<file path="src/rtl/prfc_lookup_dispatcher.sv">
// Round-robin dispatcher sharing NUM_CLS prfc classifiers across one header stream;
// results leave in strict arrival order through a valid/ready output.
//
// state     | meaning
// ST_IDLE   | slot free, may accept the header at wr_ptr
// ST_BUSY   | lookup running, cls_dims held, waiting for cls_done
// ST_DONE   | result captured, waiting for its turn at rd_ptr
module prfc_lookup_dispatcher #(
  parameter int NUM_CLS    = 4,
  parameter int DATA_WIDTH = 32,
  parameter int CNT_WIDTH  = 32
) (
  input  logic                            clk,
  input  logic                            rst,
  input  logic                            in_valid,
  output logic                            in_ready,
  input  logic [95:0]                     in_dims,
  output logic [NUM_CLS-1:0]              cls_start,
  output logic [NUM_CLS*96-1:0]           cls_dims,
  input  logic [NUM_CLS-1:0]              cls_done,
  input  logic [NUM_CLS*DATA_WIDTH-1:0]   cls_result,
  output logic                            out_valid,
  input  logic                            out_ready,
  output logic [DATA_WIDTH-1:0]           out_result,
  output logic [$clog2(NUM_CLS+1)-1:0]    in_flight,
  output logic [CNT_WIDTH-1:0]            pkt_in_cnt,
  output logic [CNT_WIDTH-1:0]            pkt_out_cnt,
  output logic                            err_spurious
);

  localparam int PTR_W = (NUM_CLS > 1) ? $clog2(NUM_CLS) : 1;
  localparam int FL_W  = $clog2(NUM_CLS + 1);
  localparam logic [PTR_W-1:0] PTR_LAST = PTR_W'(NUM_CLS - 1);

  localparam logic [1:0] ST_IDLE = 2'd0;
  localparam logic [1:0] ST_BUSY = 2'd1;
  localparam logic [1:0] ST_DONE = 2'd2;

  logic [1:0]            slot_st  [NUM_CLS];
  logic [DATA_WIDTH-1:0] slot_res [NUM_CLS];
  logic [PTR_W-1:0]      wr_ptr;
  logic [PTR_W-1:0]      rd_ptr;
  logic                  accept;
  logic                  deliver;
  logic [FL_W-1:0]       busy_cnt;

  // Ready and valid look only at registered slot state, so no ready->valid path exists.
  assign in_ready   = (slot_st[wr_ptr] == ST_IDLE);
  assign out_valid  = (slot_st[rd_ptr] == ST_DONE);
  assign out_result = slot_res[rd_ptr];
  assign accept     = in_valid & in_ready;
  assign deliver    = out_valid & out_ready;
  assign in_flight  = busy_cnt;

  always_comb begin
    busy_cnt = '0;
    for (int s = 0; s < NUM_CLS; s++) begin
      if (slot_st[s] != ST_IDLE) busy_cnt = busy_cnt + 1'b1;
    end
  end

  always_ff @(posedge clk) begin
    if (rst) begin
      for (int s = 0; s < NUM_CLS; s++) begin
        slot_st[s]  <= ST_IDLE;
        slot_res[s] <= '0;
      end
      wr_ptr       <= '0;
      rd_ptr       <= '0;
      cls_start    <= '0;
      cls_dims     <= '0;
      pkt_in_cnt   <= '0;
      pkt_out_cnt  <= '0;
      err_spurious <= 1'b0;
    end else begin
      cls_start <= '0;
      if (accept) begin
        wr_ptr     <= (wr_ptr == PTR_LAST) ? '0 : wr_ptr + 1'b1;
        pkt_in_cnt <= pkt_in_cnt + 1'b1;
      end
      if (deliver) begin
        rd_ptr      <= (rd_ptr == PTR_LAST) ? '0 : rd_ptr + 1'b1;
        pkt_out_cnt <= pkt_out_cnt + 1'b1;
      end
      for (int s = 0; s < NUM_CLS; s++) begin
        case (slot_st[s])
          ST_IDLE: begin
            if (accept && (wr_ptr == PTR_W'(s))) begin
              slot_st[s]           <= ST_BUSY;
              cls_start[s]         <= 1'b1;
              cls_dims[s*96 +: 96] <= in_dims;
            end
          end
          ST_BUSY: begin
            if (cls_done[s]) begin
              slot_st[s]  <= ST_DONE;
              slot_res[s] <= cls_result[s*DATA_WIDTH +: DATA_WIDTH];
            end
          end
          ST_DONE: begin
            if (deliver && (rd_ptr == PTR_W'(s))) slot_st[s] <= ST_IDLE;
          end
          default: slot_st[s] <= ST_IDLE;
        endcase
        // A done from a slot with no lookup running is dropped but remembered.
        if (cls_done[s] && (slot_st[s] != ST_BUSY)) err_spurious <= 1'b1;
      end
    end
  end

endmodule

</file>
<file path="config.mk">
export PLATFORM = sky130hd
export DESIGN_NAME = prfc_lookup_dispatcher
export DESIGN_NICKNAME = d
export VERILOG_FILES = /design/src/rtl/prfc_lookup_dispatcher.sv
export SDC_FILE = /design/constraint.sdc
export NUM_CORES = 1
export LEC_CHECK = 0
export CAP_MARGIN = 10
export CORE_AREA = 2 2 284 286
export DETAILED_ROUTE_END_ITERATION = 8
export DIE_AREA = 0 0 286 288
export GPL_TIMING_DRIVEN = 0
export SETUP_SLACK_MARGIN = 0.15
export SYNTH_ARGS = -nofsm -noshare
export SYNTH_HDL_FRONTEND = slang
export SYNTH_SLANG_ARGS = --single-unit
</file>
<file path="constraint.sdc">
create_clock -name clk -period 6.8 [get_ports clk]
set_input_delay 1.7 -clock clk [delete_from_list [all_inputs] [get_ports clk]]
set_output_delay 1.7 -clock clk [all_outputs]
set_load 0.02 [all_outputs]
</file>
## Yosys cells after proc, flatten, opt, wreduce, memory -nomap -nowiden

Memories as Yosys holds them, arrays and structs flattened. A register that Yosys moved wholly into a read port is not among the register bits.
Cells that the tools add are included.

| operators by class | value |
|---|---|
| $add $sub $neg | 7 |
| eq/ne operators | 19 |
| multiplexer cells | 98 |
| bitwise operators | 22 |
| reductions and logical operators | 32 |

Operator list:

| operator | number |
|---|---|
| 2-to-1 mux 32 bit | 4 |
| 2-to-1 mux 1 bit | 67 |
| adder 32 x 1 -> 32 bit, second input constant | 2 |
| 2-to-1 mux 2 bit | 24 |
| OR 1 bit | 20 |
| == test 2 bit, second input constant | 9 |
| zero test 2 bit | 7 |
| == test 2 x 1 -> 1 bit, second input constant | 6 |
| logical AND 1 bit | 12 |
| OR reduction 3 bit | 4 |
| adder 3 x 1 -> 3 bit, second input constant | 3 |
| 2-to-1 mux 3 bit | 3 |
| != test 2 x 1 -> 1 bit, second input constant | 4 |
| AND reduction 2 bit | 4 |
| nonzero test 2 bit | 4 |
| adder 2 x 1 -> 2 bit, second input constant | 2 |
| nonzero test 4 bit | 1 |
| AND 1 bit | 2 |

| storage, ports and cells | value |
|---|---|
| bits in registers | 457 |
| bits in writable memories | 136 |
| input port bits | 232 |
| output and inout bits | 490 |
| logic and storage cells | 190 |
| memories | 2 |

Memory list:

| name | words | bits a word | read ports | clocked after Yosys merged registers in | wr ports | line | RTL |
|---|---|---|---|---|---|---|---|
| slot_res | 4 | 32 | 1 | 1 | 4 | 40 | `logic [DATA_WIDTH-1:0] slot_res [NUM_CLS];` |
| slot_st | 4 | 2 | 6 | 2 | 4 | 39 | `logic [1:0] slot_st [NUM_CLS];` |

## Longest topological paths before layout

Gate-level depths: netlist of the first run.

| logic depth | value |
|---|---|
| word-level depth | 11 |
| mapped depth | 12 |

## Worst setup path before layout of the first run

No wires, ideal clock.

| path | value |
|---|---|
| kind | register -> output |
| start point | mem slot_st[1][1] |
| end point | out in_flight[2] |
| data arrival time | 1.803 ns |
| required time | 5.100 ns |
| path slack | 3.297 ns |
| stages on the path, launching flop included | 8 |
| buffers on the path | 0 |
| cell sequence | edfxtp_1 > or2_1 > inv_1 > ha_1 > xnor2_1 > ha_1 > nand2_1 > xor2_1 |

RTL lines:

| element | line | RTL |
|---|---|---|
| start: declaration | 39 |  |
| end: declaration | 25 | `output logic [$clog2(NUM_CLS+1)-1:0] in_flight,` |

==> results of run 1 <==
==> area by class of cell <==
type	instances	area, um^2	area share, %
Multi-Input combinational cell	1675	8598	25.55
Clock buffer	102	2063	6.132
Buffer	169	703.2	2.090
Clock inverter	25	297.8	0.8850
Antenna cell	6	15.01	0.04462
Timing Repair Buffer	724	7292	21.67
Inverter	10	38.79	0.1153
Tap cell	1060	1326	3.942
Sequential cell	597	13310	39.57
==> metal layers <==
layer  part of all wire (%)  GRT usage [%]  vias up  wire (um)
li1                       -              -     9768          -
met1                     40          26.56     9878      38300
met2                     49          39.09      719      47530
met3                    8.0          6.561      149       7677
met4                    3.1          7.605        2       2962
met5                  0.012              0        -         12
==> power by group <==
part	internal (mW)	leakage [nW]	total [mW]	switching (mW)
Clock	2.28	1.17	3.88	1.59
Sequential	3.78	5.14	3.85	0.0725
Combinational	0.502	4.98	1.25	0.743
Total	6.56	11.3	8.97	2.41
==> metrics by stage <==
stage | cell area (um^2) | hold slack [ns]
final | 33650 | 0.4515
after global placement | 31170 | 0.4408
after floorplan | 22640 | 0.4833
after global routing | 33640 | 0.4641
after CTS | 33630 | 0.4534
after detailed placement | 31270 | 0.4453
==> cell usage after synthesis (3+ instances only) <==
library cell	instances
nor2_1	72
ha_1	13
nor2b_1	3
xor2_1	27
dfxtp_1	461
nand2_1	792
nand4_1	31
nor4_1	12
nor2_2	5
and2_1	131
nand3_1	36
edfxtp_1	136
nand3b_1	4
nand2b_1	17
clkbuf_1	128
mux4_2	34
or3_1	9
and4_1	11
nor3_1	15
inv_1	7
o21ai_0	8
and3_1	8
buf_4	4
xnor2_1	30
buf_1	4
nand4b_1	4
a21oi_1	398
buf_2	31
==> worst min-delay path by stage <==
| stage | from | to | cells after the start |
|---|---|---|---|
| 3_5_place_dp | cls_dims[98] | cls_dims[98] | 2 |
| 3_3_place_gp | cls_dims[154] | cls_dims[154] | 2 |
| 4_1_cts | cls_dims[343] | cls_dims[343] | 2 |
| 6_report | cls_dims[70] | cls_dims[70] | 2 |
| 5_1_grt | cls_dims[141] | cls_dims[141] | 2 |
| 2_1_floorplan | wr_ptr[1] | flop | 2 |
==> state kept, by name, summed over array words and instances, names as in the netlist, named ones only <==
register and cells:
wr_ptr 2, pkt_in_cnt 32, err_spurious 1, rd_ptr 2
cls_start 4, slot_res 128, pkt_out_cnt 32, slot_st 8
cls_dims 384
==> cells by family after synthesis <==
family / count (synthesis) / synth area share, %
adders and majority gates: 13 / 0.7184
muxes: 35 / 3.431
DFF: 597 / 58.79
buffers and inverters: 179 / 3.277
AOI/OAI and AO/OA: 413 / 9.234
xor gates and xnor gates: 57 / 2.205
and+or+nand+nor: 1157 / 22.34
==> worst max-delay path: cells and delay by family, from the launching register on <==
family	cells	cell delay [ns]
mux	1	0.62
buf+inv	3	1.82
flops	1	0.30
==> qor.yml, run 1 <==
yosys:
  yosys-top-cells-area: "dfxtp_1 41%, edfxtp_1 18%, nand2_1 13%, a21oi_1 8.8%, and2_1 3.6%"
  netlist.top_cell.by_area: "dfxtp_1"
  ys.flop_type: "dfxtp_1"
  yosys_warnings: 0
  yosys_register_bits: 597
  synth_cell_types: 42
  synth_fp_nets: 2696
  yosysSeqAreaShare_pct: 58.79
  avgSynthCellArea_um2: 9.238
  netlist_area_um2: 22640
  syn_inst: 2451
  synth_top_cell_area_share_pct: 40.76
  async_flop_share_pct: 0
  synth_edf_count: 136
setup_path:
  cpPeakStageDelay_ns: 0.76
  crit_type: "reg2out"
  rrSetupSlack_ns: 3.35
  startpoint_type: "flop"
  cp_slowest_cell: "buf_1"
  timing.rr.start: "slot_st[2][1]"
  arrival_ns: 3.35
  crit_fanout: 10
  crit_path_end: "out_result[20]"
  crit_required_ns: 5.10
  ff2ff_path_depth: 7
  endpoint_kind: "output pin"
  crit_path_cell_trace: "clkbuf_1, buf_1, mux4_2, clkdlybuf4s50_1"
  r2r_end: "cls_dims[15]"
sta:
  final_hold_viol_count: 0
  worst_slack_ns: 1.749
  fmax_mhz: 198.0
  finalSetupViolCount: 0
  tightestPinTransition_ns: 1.223
  finalCritPeriodShare_pct: 74.27
  grt_setup_unrepaired: "false"
  maxSlewViolCount: 0
  finClkSkew_ns: 0.02784
  fin_crit_ns: 5.051
  slew_headroom_pct: 17.83
  fin_tns_setup_ns: 0
clock_tree:
  cts_buffers: 70
  cts_root_buffer: "clkbuf_16"
  ctsHtreeMaxLevel: 3
  post_cts_buffers: 0
  clkTransAtPathRegs_ns: 0.06
  hold_buffers: 0
  clk_latency_ns: 0.62
  cts.sink_count: 597
  cts_resized: 0
  cts_tree: "yes"
  cts_buffer_depth: 3
floorplanning:
  initial_utilization_pct: 28.43
  die_h_um: 288
  die_area_um2: 82370
  die-width_um: 286
  io-pin-count: 722
  row_count: 104
  core_area_um2: 79640
placement:
  place.gp.congestion: 0.9017
  io_buffers: 719
  place_ws_ns: 1.992
  placed_cells: 4235
  detailed_place_hpwl_um: 72500
power:
  vdd_drop_max_mv: 0.1938
  p_leak_nw: 11.30
  p_per_area_nw_per_um2: 266.7
  power_mw: 8.972
finish:
  layout_commonest_cell: "nand2_1"
  drive_above_1_share_pct: 6.208
  fill_cells: 7965
  mostFrequentLayoutCells: "792 x nand2_1, 719 x clkdlybuf4s50_1, 461 x dfxtp_1"
  fin_util_pct: 42.25
  final-instance-count-excl-fill: 4368
  area_growth_syn_to_layout_pct: 48.60
  nets: 3492
detailed_routing:
  vias: 20520
  wl_per_cell_um: 22.09
  vias_per_cell: 4.697
  drtIter0Drc: 1163
  firstDrtPassIters: 5
  ant_nets: 0
  drc: 0
  routed_wl_um: 96480
run:
  cap_violations: 0
run_status:
  status: "finished, final reports clean"
global_route:
  grt-ovfl-total: 0
  grt_pass1_wl_um: 137200
  grt_max_degree: 30
  grtUsageTotal_pct: 22.54
  grt_pass1_vias: 19950
  antenna_found_initial: 4
min_path:
  hold_class: "reg2reg"
Note: power is estimated with default switching activity, not from simulation.
==> run 2, diff against run 1 <==
--- a/config.mk
+++ b/config.mk
@@ -6,9 +6,9 @@
 export NUM_CORES = 1
 export LEC_CHECK = 0
 export CAP_MARGIN = 10
-export CORE_AREA = 2 2 284 286
+export CORE_AREA = 2 2 285 287
 export DETAILED_ROUTE_END_ITERATION = 8
-export DIE_AREA = 0 0 286 288
+export DIE_AREA = 0 0 287 289
 export GPL_TIMING_DRIVEN = 0
 export SETUP_SLACK_MARGIN = 0.15
 export SYNTH_ARGS = -nofsm -noshare
==> constraint.sdc (replaced) <==
create_clock -name clk -period 4.7 [get_ports clk]
set_input_delay 1.175 -clock clk [delete_from_list [all_inputs] [get_ports clk]]
set_output_delay 1.175 -clock clk [all_outputs]
set_load 0.02 [all_outputs]
==> qor.yml, run 2 (same netlist as run 1, synthesis figures left out) <==
sta:
  maxSlewViolCount: 0  # unchanged
  grt_setup_unrepaired: "false"
  final_hold_viol_count: 0  # unchanged
  fin_crit_ns: 4.390
  finClkSkew_ns: 0.01774  # -0.01010 ns
  finalSetupViolCount: 0  # unchanged
  fmax_mhz: 227.8
  slew_headroom_pct: 12.93  # -4.9 points
  finalCritPeriodShare_pct: 93.40
  worst_slack_ns: 0.3103  # -1.439 ns
  tightestPinTransition_ns: 1.296  # +0.07296 ns
clock_tree:
  cts_tree: "yes"
  cts.sink_count: 597  # unchanged
  ctsHtreeMaxLevel: 3  # unchanged
  clk_latency_ns: 0.61  # about the same
  clkTransAtPathRegs_ns: 0.06  # about the same
  cts_buffer_depth: 3  # unchanged
  cts_buffers: 70  # unchanged
  cts_root_buffer: "clkbuf_16"
  hold_buffers: 0  # unchanged
  post_cts_buffers: 0  # unchanged
  cts_resized: 6  # +6
run_status:
  status: "finished, final reports clean"
floorplanning:
  die_area_um2: 82940  # +0.70%
  core_area_um2: 79900  # +0.33%
  die_h_um: 289  # +0.35%
  row_count: 104  # unchanged
  initial_utilization_pct: 28.34  # -0.093 points
  io-pin-count: 722  # unchanged
  die-width_um: 287  # +0.35%
setup_path:
  rrSetupSlack_ns: 1.44  # -1.91 ns
  crit_path_cell_trace: "or2_0, mux4_2, buf_4, clkinv_2, buf_6, buf_2, clkdlybuf4s50_1"
  endpoint_kind: "output pin"
  arrival_ns: 3.21  # -0.14 ns
  crit_required_ns: 3.52  # -1.58 ns
  crit_fanout: 10  # unchanged
  startpoint_type: "flop"
  cpPeakStageDelay_ns: 0.65  # -0.11 ns
  crit_type: "reg2out"
  cp_slowest_cell: "clkdlybuf4s50_1"
power:
  switchingPower_mw: 3.513  # +46%
  switching_share_pct: 27.57  # +0.71 points
  p_int_mw: 9.232  # +41%
  vdd_drop_max_mv: 0.2688  # +39%
  power.share.combinational_pct: 14.2  # +0.3 points
  p_leak_nw: 11.22  # -0.69%
  pwr-share-seq_pct: 43.7  # +0.8 points
  power.share.clock_pct: 42.1  # -1.1 points
  p_per_area_nw_per_um2: 379.8  # +42%
placement:
  detailed_place_hpwl_um: 72960  # +0.63%
  placed_cells: 4235  # unchanged
  io_buffers: 719  # unchanged
  post_dp_cell_area_um2: 31280  # about the same
  place_ws_ns: 0.3712  # -1.621 ns
  place.gp.congestion: 0.8654  # -4.0%
finish:
  mostFrequentLayoutCells: "792 x nand2_1, 719 x clkdlybuf4s50_1, 461 x dfxtp_1"
  final-instance-count-excl-fill: 4364  # -0.092%
  drive_above_1_share_pct: 5.936  # -0.27 points
  multi_input_area_um2: 8598  # unchanged
  final-seq-area_um2: 13310  # unchanged
  area_growth_syn_to_layout_pct: 48.21
  fin_area_um2: 33560  # -0.26%
  layout_commonest_cell: "nand2_1"
  reg_top3: "cls_dims x384, slot_res x128"
  fill_cells: 7964  # -0.013%
  largest_register_ffs: 384  # unchanged
  nets: 3492  # unchanged
  largest-register: "cls_dims"
detailed_routing:
  vias_per_cell: 4.664  # -0.69%
  wl_met2_um: 47120  # -0.86%
  vias: 20360  # -0.78%
  wl_per_cell_um: 22.15  # +0.26%
  dr_wl_met3_um: 8081  # +5.3%
  wl_met1_um: 38400  # +0.26%
  drc: 0  # unchanged
  ant_nets: 0  # unchanged
  routed_wl_um: 96650  # +0.17%
  drtIter0Drc: 1170  # +0.60%
  top_layer: "met5"
  firstDrtPassIters: 5  # unchanged
global_route:
  grt_pass1_vias: 20040  # +0.46%
  antenna_found_initial: 6  # +2
  grtUsageTotal_pct: 22.44  # -0.10 points
  grt_max_degree: 30  # unchanged
  grt-ovfl-total: 0  # unchanged
  grt_pass1_wl_um: 137400  # +0.18%
min_path:
  hold_class: "reg2reg"
run:
  cap_violations: 0  # unchanged
run 2: worst paths after layout:
path	from	endpoint	cells after the start
max	slot_st[3][1]	in_ready	7
min	cls_dims[191]	cls_dims[191]	2
max reg2reg	slot_st[3][0]	slot_st[2][1]	8
min reg2reg	cls_dims[191]	cls_dims[191]	2
run 2: cell type report:
type	count	share of cell area, %
clock inverters	25	0.9172
diodes	2	0.01491
well taps	1060	3.952
flip-flops and latches	597	39.67
plain buffers	169	2.162
inverters	10	0.1156
repair buffers	724	21.75
multi-input cells	1675	25.62
clock buffers	102	5.797
run 2: power groups by stage:
stage / Sequential [mW] / Clock (mW) / Combinational (mW)
6_report: 5.57 / 5.37 / 1.81
5_1_grt: 5.59 / 5.67 / 1.93
4_1_cts: 5.57 / 5.47 / 1.83
3_5_place_dp: 5.68 / 0 / 1.81
3_3_place_gp: 5.67 / 0 / 1.80
2_1_floorplan: 5.80 / 0 / 0.671
run 2: critical path, delay by kind of cell, from the launching register on:
| kind | cells | cell delay, ns |
|---|---|---|
| buffers and inverters | 5 | 1.31 |
| and+or+nand+nor | 1 | 0.30 |
| DFF | 1 | 0.49 |
| muxes | 1 | 0.49 |
run 2: metal layers:
| metal | vias up | global-route usage (%) |
|---|---|---|
| li1 | 9757 | - |
| met1 | 9771 | 26.13 |
| met2 | 687 | 38.85 |
| met3 | 138 | 7.016 |
| met4 | 2 | 7.904 |
| met5 | - | 0 |
run 2: per-stage QoR:
step / utilization (%) / hold WS, ns / power (mW) / TNS [ns]
floorplan: - / 0.4833 / 6.474 / 0
global placement: 39.01 / 0.4408 / 7.471 / -4.328
global route: 42.00 / 0.4631 / 13.18 / 0
CTS: 42.00 / 0.4534 / 12.86 / 0
detailed placement: 39.15 / 0.4455 / 7.493 / 0
finish: 42.00 / 0.4516 / 12.75 / 0
